$ cat src/rtl/max7219_scheduler.sv
// max7219_scheduler: MAX7219 power-up sequencing, change-only register streaming and periodic full refresh.
module max7219_scheduler #(
    parameter logic [2:0]  SCAN_LIMIT        = 3'd7,
    parameter logic [3:0]  INTENSITY_DEFAULT = 4'h8,
    parameter logic [31:0] REFRESH_PERIOD    = 32'd50_000_000
) (
    input  logic        CLK_IN,
    input  logic        RST,
    input  logic [31:0] data,
    input  logic [7:0]  dot,
    input  logic [3:0]  intensity,
    input  logic        intensity_wr,
    input  logic        blank,
    output logic [15:0] cmd,
    output logic        cmd_valid,
    input  logic        cmd_ready,
    output logic        busy,
    output logic        init_done
);
    typedef enum logic [1:0] {INIT, IDLE, SEND} state_t;
    state_t      state_q, state_d;
    logic [3:0]  idx_q, idx_d;
    logic [15:0] cmd_q, cmd_d;
    logic        valid_q, valid_d;
    logic        done_q, done_d;
    logic        busy_q, busy_d;
    logic [3:0]  int_q, int_d;
    logic        int_dirty_q, int_dirty_d;
    logic        cfg_dirty_q, cfg_dirty_d;
    logic [1:0]  cfg_step_q, cfg_step_d;
    logic        shut_q, shut_d;
    logic [7:0]  dig_q [8];
    logic [7:0]  dig_d [8];
    logic [7:0]  dforce_q, dforce_d;
    logic [31:0] cnt_q, cnt_d;
    logic [7:0]  cur [8];
    logic [7:0]  dig_mis;
    logic [2:0]  sel, dsel, dig_idx;
    logic [1:0]  cfg_sel;
    logic [3:0]  addr;
    logic        shut_mis, pend, xfer, wrap;
    logic [15:0] cfg_cmd, shut_cmd, int_cmd, dig_cmd, init_cmd, idle_cmd;
    always_comb begin
        sel = 3'd0;
        for (int i = 0; i < 8; i++) begin
            cur[i] = {dot[i], 3'b000, data[4*i +: 4]};
            dig_mis[i] = dforce_q[i] | (cur[i] != dig_q[i]);
        end
        for (int i = 7; i >= 0; i--) if (dig_mis[i]) sel = 3'(i);
        shut_mis = (~blank) != shut_q;
        pend = shut_mis | cfg_dirty_q | int_dirty_q | (|dig_mis);
        cfg_sel = (state_q == INIT) ? 2'(idx_q - 4'd1) : cfg_step_q;
        dsel = (state_q == INIT) ? 3'(idx_q - 4'd5) : sel;
        cfg_cmd = (cfg_sel == 2'd0) ? 16'h0F00 : (cfg_sel == 2'd1) ? 16'h09FF : {8'h0B, 5'b0, SCAN_LIMIT};
        shut_cmd = {8'h0C, 7'b0, ~blank};
        int_cmd = {8'h0A, 4'h0, int_q};
        dig_cmd = {4'h0, ({1'b0, dsel} + 4'd1), cur[dsel]};
        init_cmd = (idx_q == 4'd0) ? 16'h0C00 : (idx_q < 4'd4) ? cfg_cmd : (idx_q == 4'd4) ? int_cmd :
                   (idx_q == 4'd13) ? shut_cmd : dig_cmd;
        idle_cmd = shut_mis ? shut_cmd : cfg_dirty_q ? cfg_cmd : int_dirty_q ? int_cmd : dig_cmd;
        xfer = valid_q & cmd_ready;
        addr = cmd_q[11:8];
        dig_idx = cmd_q[10:8] - 3'd1;
        wrap = done_q && (REFRESH_PERIOD != 32'd0) && (cnt_q == REFRESH_PERIOD - 32'd1);
    end
    always_comb begin
        state_d = state_q;
        idx_d = idx_q;
        cmd_d = cmd_q;
        valid_d = valid_q;
        done_d = done_q;
        int_d = int_q;
        int_dirty_d = int_dirty_q;
        cfg_dirty_d = cfg_dirty_q;
        cfg_step_d = cfg_step_q;
        shut_d = shut_q;
        dig_d = dig_q;
        dforce_d = dforce_q;
        // shadows take the value that actually went out, decoded from the held command
        if (xfer) begin
            valid_d = 1'b0;
            if (addr == 4'hC) shut_d = cmd_q[0];
            if (addr == 4'hA) int_dirty_d = 1'b0;
            if (addr >= 4'd1 && addr <= 4'd8) begin
                dig_d[dig_idx] = cmd_q[7:0];
                dforce_d[dig_idx] = 1'b0;
            end
            if (state_q == SEND && (addr == 4'hF || addr == 4'h9 || addr == 4'hB)) begin
                cfg_step_d = (cfg_step_q == 2'd2) ? 2'd0 : cfg_step_q + 2'd1;
                cfg_dirty_d = cfg_step_q != 2'd2;
            end
        end
        if (state_q == INIT) begin
            if (!valid_q) begin
                cmd_d = init_cmd;
                valid_d = 1'b1;
            end else if (xfer) begin
                idx_d = (idx_q == 4'd13) ? 4'd0 : idx_q + 4'd1;
                done_d = idx_q == 4'd13;
                state_d = (idx_q == 4'd13) ? IDLE : INIT;
            end
        end else if (state_q == IDLE) begin
            if (pend) begin
                cmd_d = idle_cmd;
                valid_d = 1'b1;
                state_d = SEND;
            end
        end else if (xfer) begin
            state_d = IDLE;
        end
        if (intensity_wr) begin
            int_d = intensity;
            int_dirty_d = 1'b1;
        end
        cnt_d = (!done_q || REFRESH_PERIOD == 32'd0 || wrap) ? 32'd0 : cnt_q + 32'd1;
        if (wrap) begin
            cfg_dirty_d = 1'b1;
            int_dirty_d = 1'b1;
            shut_d = blank;
            dforce_d = 8'hFF;
        end
        busy_d = valid_d | pend | (state_d == INIT);
    end
    always_ff @(posedge CLK_IN) begin
        if (!RST) begin
            state_q <= INIT;
            idx_q <= 4'd0;
            cmd_q <= 16'h0000;
            valid_q <= 1'b0;
            done_q <= 1'b0;
            busy_q <= 1'b0;
            int_q <= INTENSITY_DEFAULT;
            int_dirty_q <= 1'b0;
            cfg_dirty_q <= 1'b0;
            cfg_step_q <= 2'd0;
            shut_q <= 1'b0;
            dig_q <= '{default: 8'h00};
            dforce_q <= 8'h00;
            cnt_q <= 32'd0;
        end else begin
            state_q <= state_d;
            idx_q <= idx_d;
            cmd_q <= cmd_d;
            valid_q <= valid_d;
            done_q <= done_d;
            busy_q <= busy_d;
            int_q <= int_d;
            int_dirty_q <= int_dirty_d;
            cfg_dirty_q <= cfg_dirty_d;
            cfg_step_q <= cfg_step_d;
            shut_q <= shut_d;
            dig_q <= dig_d;
            dforce_q <= dforce_d;
            cnt_q <= cnt_d;
        end
    end
    assign cmd = cmd_q;
    assign cmd_valid = valid_q;
    assign busy = busy_q;
    assign init_done = done_q;
endmodule

$ cat config.mk
export PLATFORM = sky130hd
export DESIGN_NAME = max7219_scheduler
export DESIGN_NICKNAME = d
export VERILOG_FILES = /design/src/rtl/max7219_scheduler.sv
export SDC_FILE = /design/constraint.sdc
export NUM_CORES = 1
export LEC_CHECK = 0
export ABC_AREA = 1
export BUFFER_PORTS_ARGS = -buffer_cell sky130_fd_sc_hd__buf_2
export CAP_MARGIN = 20
export CORE_MARGIN = 8
export CORE_UTILIZATION = 48
export DETAILED_ROUTE_END_ITERATION = 12
export PLACE_DENSITY = 0.67
export SYNTH_ARGS = -nofsm -noshare
export SYNTH_HDL_FRONTEND = slang
export SYNTH_SLANG_ARGS = --single-unit
$ cat constraint.sdc
create_clock -name CLK_IN -period 3.04 [get_ports CLK_IN]
set_input_delay 0.456 -clock CLK_IN [delete_from_list [all_inputs] [get_ports CLK_IN]]
set_output_delay 0.456 -clock CLK_IN [all_outputs]
set_load 0.02 [all_outputs]
==> out/qor.csv <==
stage,metric,value,unit
place,place.detailed.hpwl,13.4,mm
synthesis,syn-mean-instance-area,6.63,sq um
clock_network,cts_setup_buffers,0,
synthesis,yosysUniqueCellTypes,53,
clock_network,clk_path_buf_depth,2,
sta,fin_setup_tns,0,ns
routing,drt-total-wl,18.0,mm
sta,fmax,393,MHz
die,start_util,0.491,
routing,drc,0,
die,ios,68,
place,placed_area,6970,sq um
grt,antenna_found_initial,0,
pwr,p_total,4190,uW
sta,fin_ws,0.493,ns
clock_network,cts-root-buf,clkbuf_16,
synthesis,synthCells,977,
sta,rsz0062_at_grt,false,
routing,met2_length,8.15,mm
job,cap_violations,0,
clock_network,ctsResizeCount,0,
min_path,worstHoldEndpoint,int_q[3]$_SDFFE_PN1P_,
finish,antennaDiodeCount,0,
sta,finalHoldViolCount,0,
grt,grt_pass1_vias,6035,
status,status,"complete, no violations",
setup_path,rrSetupSlack,0.49,ns
min_path,hold_path_depth,3,
routing,drtPass1Iterations,5,
pwr,p_sw_frac,0.254,
clock_network,clk_pin_slew_worst_paths,0.05,ns
pwr,p_sw,1060,uW
finish,final_common_cell,nand2_1,
die,die_x,132,microns
setup_path,crit_type,flop to flop,
place,gp_congestion,0.928,
setup_path,cp_slowest_cell,dfxtp_1,
min_path,hp-class,input port to flop,
pwr,leakagePower,0.00322,uW
setup_path,reg2reg_to,dig_q[26]$_SDFFE_PN0P_,
routing,drt-wirelength-per-cell,14.6,microns
setup_path,cpPeakStageDelay,0.44,ns
sta,tightestPinTransition,0.663,ns
synthesis,synth_edf_count,0,
synthesis,yosysWarnings,0,
setup_path,critPathArrivalTime,2.85,ns
pwr,pwr-share-comb,0.119,
pwr,seqPwrFrac,0.382,
grt,track_usage,0.211,
sta,max-slew-margin-rel,0.555,
place,pre_cts_slack,0.363,ns
grt,grt_pass1_wl,29.9,mm
clock_network,clock-sinks,116,
finish,fillers,1312,
routing,post_drt_via_cell_ratio,5.19,
routing,num_vias,6400,
pwr,internal_power,3130,uW
sta,fin_skew,0.00913,ns
die,design.die.area,17500,sq um
grt,grt-ovfl-total,0,
pwr,clockPowerShare,0.499,
clock_network,cts.htree.levels,4,
setup_path,cp.required,3.34,ns
finish,area_growth,17.2,%
routing,drt-initial-drc-count,517,
sta,setup_viol,0,
synthesis,async_reset_ff_frac,0,
finish,drive_gt1_frac,0.131,
clock_network,cts_hold_buf,0,
clock_network,insertion_delay,0.42,ns
clock_network,numCtsBuffers,17,
sta,period_share,0.838,
min_path,hold_start,intensity[3],
finish,final_nets,1105,
grt,grt_max_degree,64,
synthesis,seq_area_frac_synth,0.359,
sta,post-route-min-period,2.55,ns
synthesis,syn_area,6480,sq um
finish,layoutNonFillerInstCount,1233,
pwr,max-vdd-ir-drop,0.352,mV
place,io_buffers,63,
pwr,power_density,552,nW/um^2
finish,layout_common_cells,"203 x nand2_1, 138 x inv_1, 116 x dfxtp_1",
die,rows,42,
clock_network,cts_tree,built,
setup_path,cp_cell_sequence,inv_1 > ha_1 > nand2_1 > nor3_1 > nand3b_1 > nor2_1 > inv_1 > nor2_1 > inv_1 > o21ai_0 > a21oi_1,
setup_path,crit_start,cmd[8]$_SDFFE_PN0P_,
finish,stdcell_area,7590,sq um
sta,slew_violations,0,
setup_path,path_max_fanout,8,
die,die_h,132,microns
setup_path,worstSetupEndpointType,flop,
synthesis,ys.flop_type,dfxtp_1,
routing,highest_layer,met4,
setup_path,ff2ff_path_depth,11,
routing,antenna_left,0,
routing,routedLengthMet1,8.21,mm
die,coreArea,13200,sq um
setup_path,cp-start-kind,flop,
synthesis,ys_seq_elements,116,
place,place_inst,1203,
routing,wl_met3,1.11,mm
setup_path,path_common_cell,inv_1,
setup_path,reg2reg_from,cmd[8]$_SDFFE_PN0P_,
cells in the mapped netlist, types with 3 or more instances:
cell | count | area share
nand2_1 | 203 | 0.12
inv_1 | 138 | 0.080
dfxtp_1 | 116 | 0.36
nor2_1 | 112 | 0.065
a21oi_1 | 93 | 0.072
o21ai_0 | 82 | 0.063
nand3_1 | 69 | 0.053
nor3_1 | 16 | 0.012
clkbuf_1 | 15 | 0.0087
nand4_1 | 12 | 0.012
ha_1 | 10 | 0.019
nor4_1 | 9 | 0.0087
buf_4 | 8 | 0.0093
nor3b_1 | 8 | 0.0093
xor2_1 | 8 | 0.011
a211oi_1 | 5 | 0.0058
nand3_2 | 5 | 0.0077
or2_2 | 5 | 0.0048
xnor2_1 | 5 | 0.0068
nand2_2 | 4 | 0.0039
a31oi_1 | 3 | 0.0029
nor2_2 | 3 | 0.0029
nor2_4 | 3 | 0.0052
nor3_2 | 3 | 0.0046
o21ai_1 | 3 | 0.0023
or2_0 | 3 | 0.0029
logic make-up after synthesis:
| group | count (synthesis) | share of synthesized area |
|---|---|---|
| AOI/OAI and AO/OA | 200 | 0.163 |
| xor gates and xnor gates | 13 | 0.0176 |
| adders and majority gates | 10 | 0.0193 |
| buffers and inverters | 169 | 0.108 |
| DFF | 116 | 0.359 |
| other | 1 | 0.000579 |
| and+or+nand+nor | 468 | 0.333 |
per-layer routing:
layer  track usage  vias up
met1         0.268     2869
met4         0.104        0
met5             0        -
met3        0.0480       35
li1              -     3299
met2         0.331      197
critical path, delay by kind of cell (launching register included):
kind | cells | cell delay, ns
DFF | 1 | 0.44
AOI/OAI and AO/OA | 2 | 0.27
adders and majority gates | 1 | 0.25
buffers and inverters | 3 | 0.48
and+or+nand+nor | 5 | 0.97
area by class of cell:
cell class	count	area [sq um]	share of cell area
clock buffers	21	460	0.0607
clock inverters	9	154	0.0203
well taps	176	220	0.0290
flip-flops and latches	116	2320	0.306
inverters	140	526	0.0693
repair buffers	76	438	0.0577
multi-input cells	695	3470	0.457
worst max path at each step:
stage	endpoint
CTS	dig_q[26]$_SDFFE_PN0P_
global route	dig_q[26]$_SDFFE_PN0P_
floorplan	cmd[9]$_SDFFE_PN0P_
global placement	cmd[9]$_SDFFE_PN0P_
finish	dig_q[26]$_SDFFE_PN0P_
detailed placement	cmd[9]$_SDFFE_PN0P_
power groups by stage:
stage	clock network, uW	logic [uW]	registers (uW)
6_report	2090	498	1600
2_1_floorplan	0	314	1630
5_1_grt	2210	555	1600
3_5_place_dp	0	490	1630
4_1_cts	2130	493	1600
3_3_place_gp	0	490	1630
metrics by stage:
step / utilization / hold WS (ns)
4_1_cts: 0.575 / 0.251
5_1_grt: 0.575 / 0.271
2_1_floorplan: - / 0.424
3_3_place_gp: 0.529 / 0.436
6_report: 0.575 / 0.263
3_5_place_dp: 0.529 / 0.454
flip-flops by register name, indices dropped and copies added (netlist names), 2 cells and up:
signal / cells
dforce_q: 8
int_q: 4
state_q: 2
cnt_q: 32
idx_q: 4
cmd: 10
cfg_step_q: 2
dig_q: 48
No activity file was read; power rests on OpenSTA's default activity.
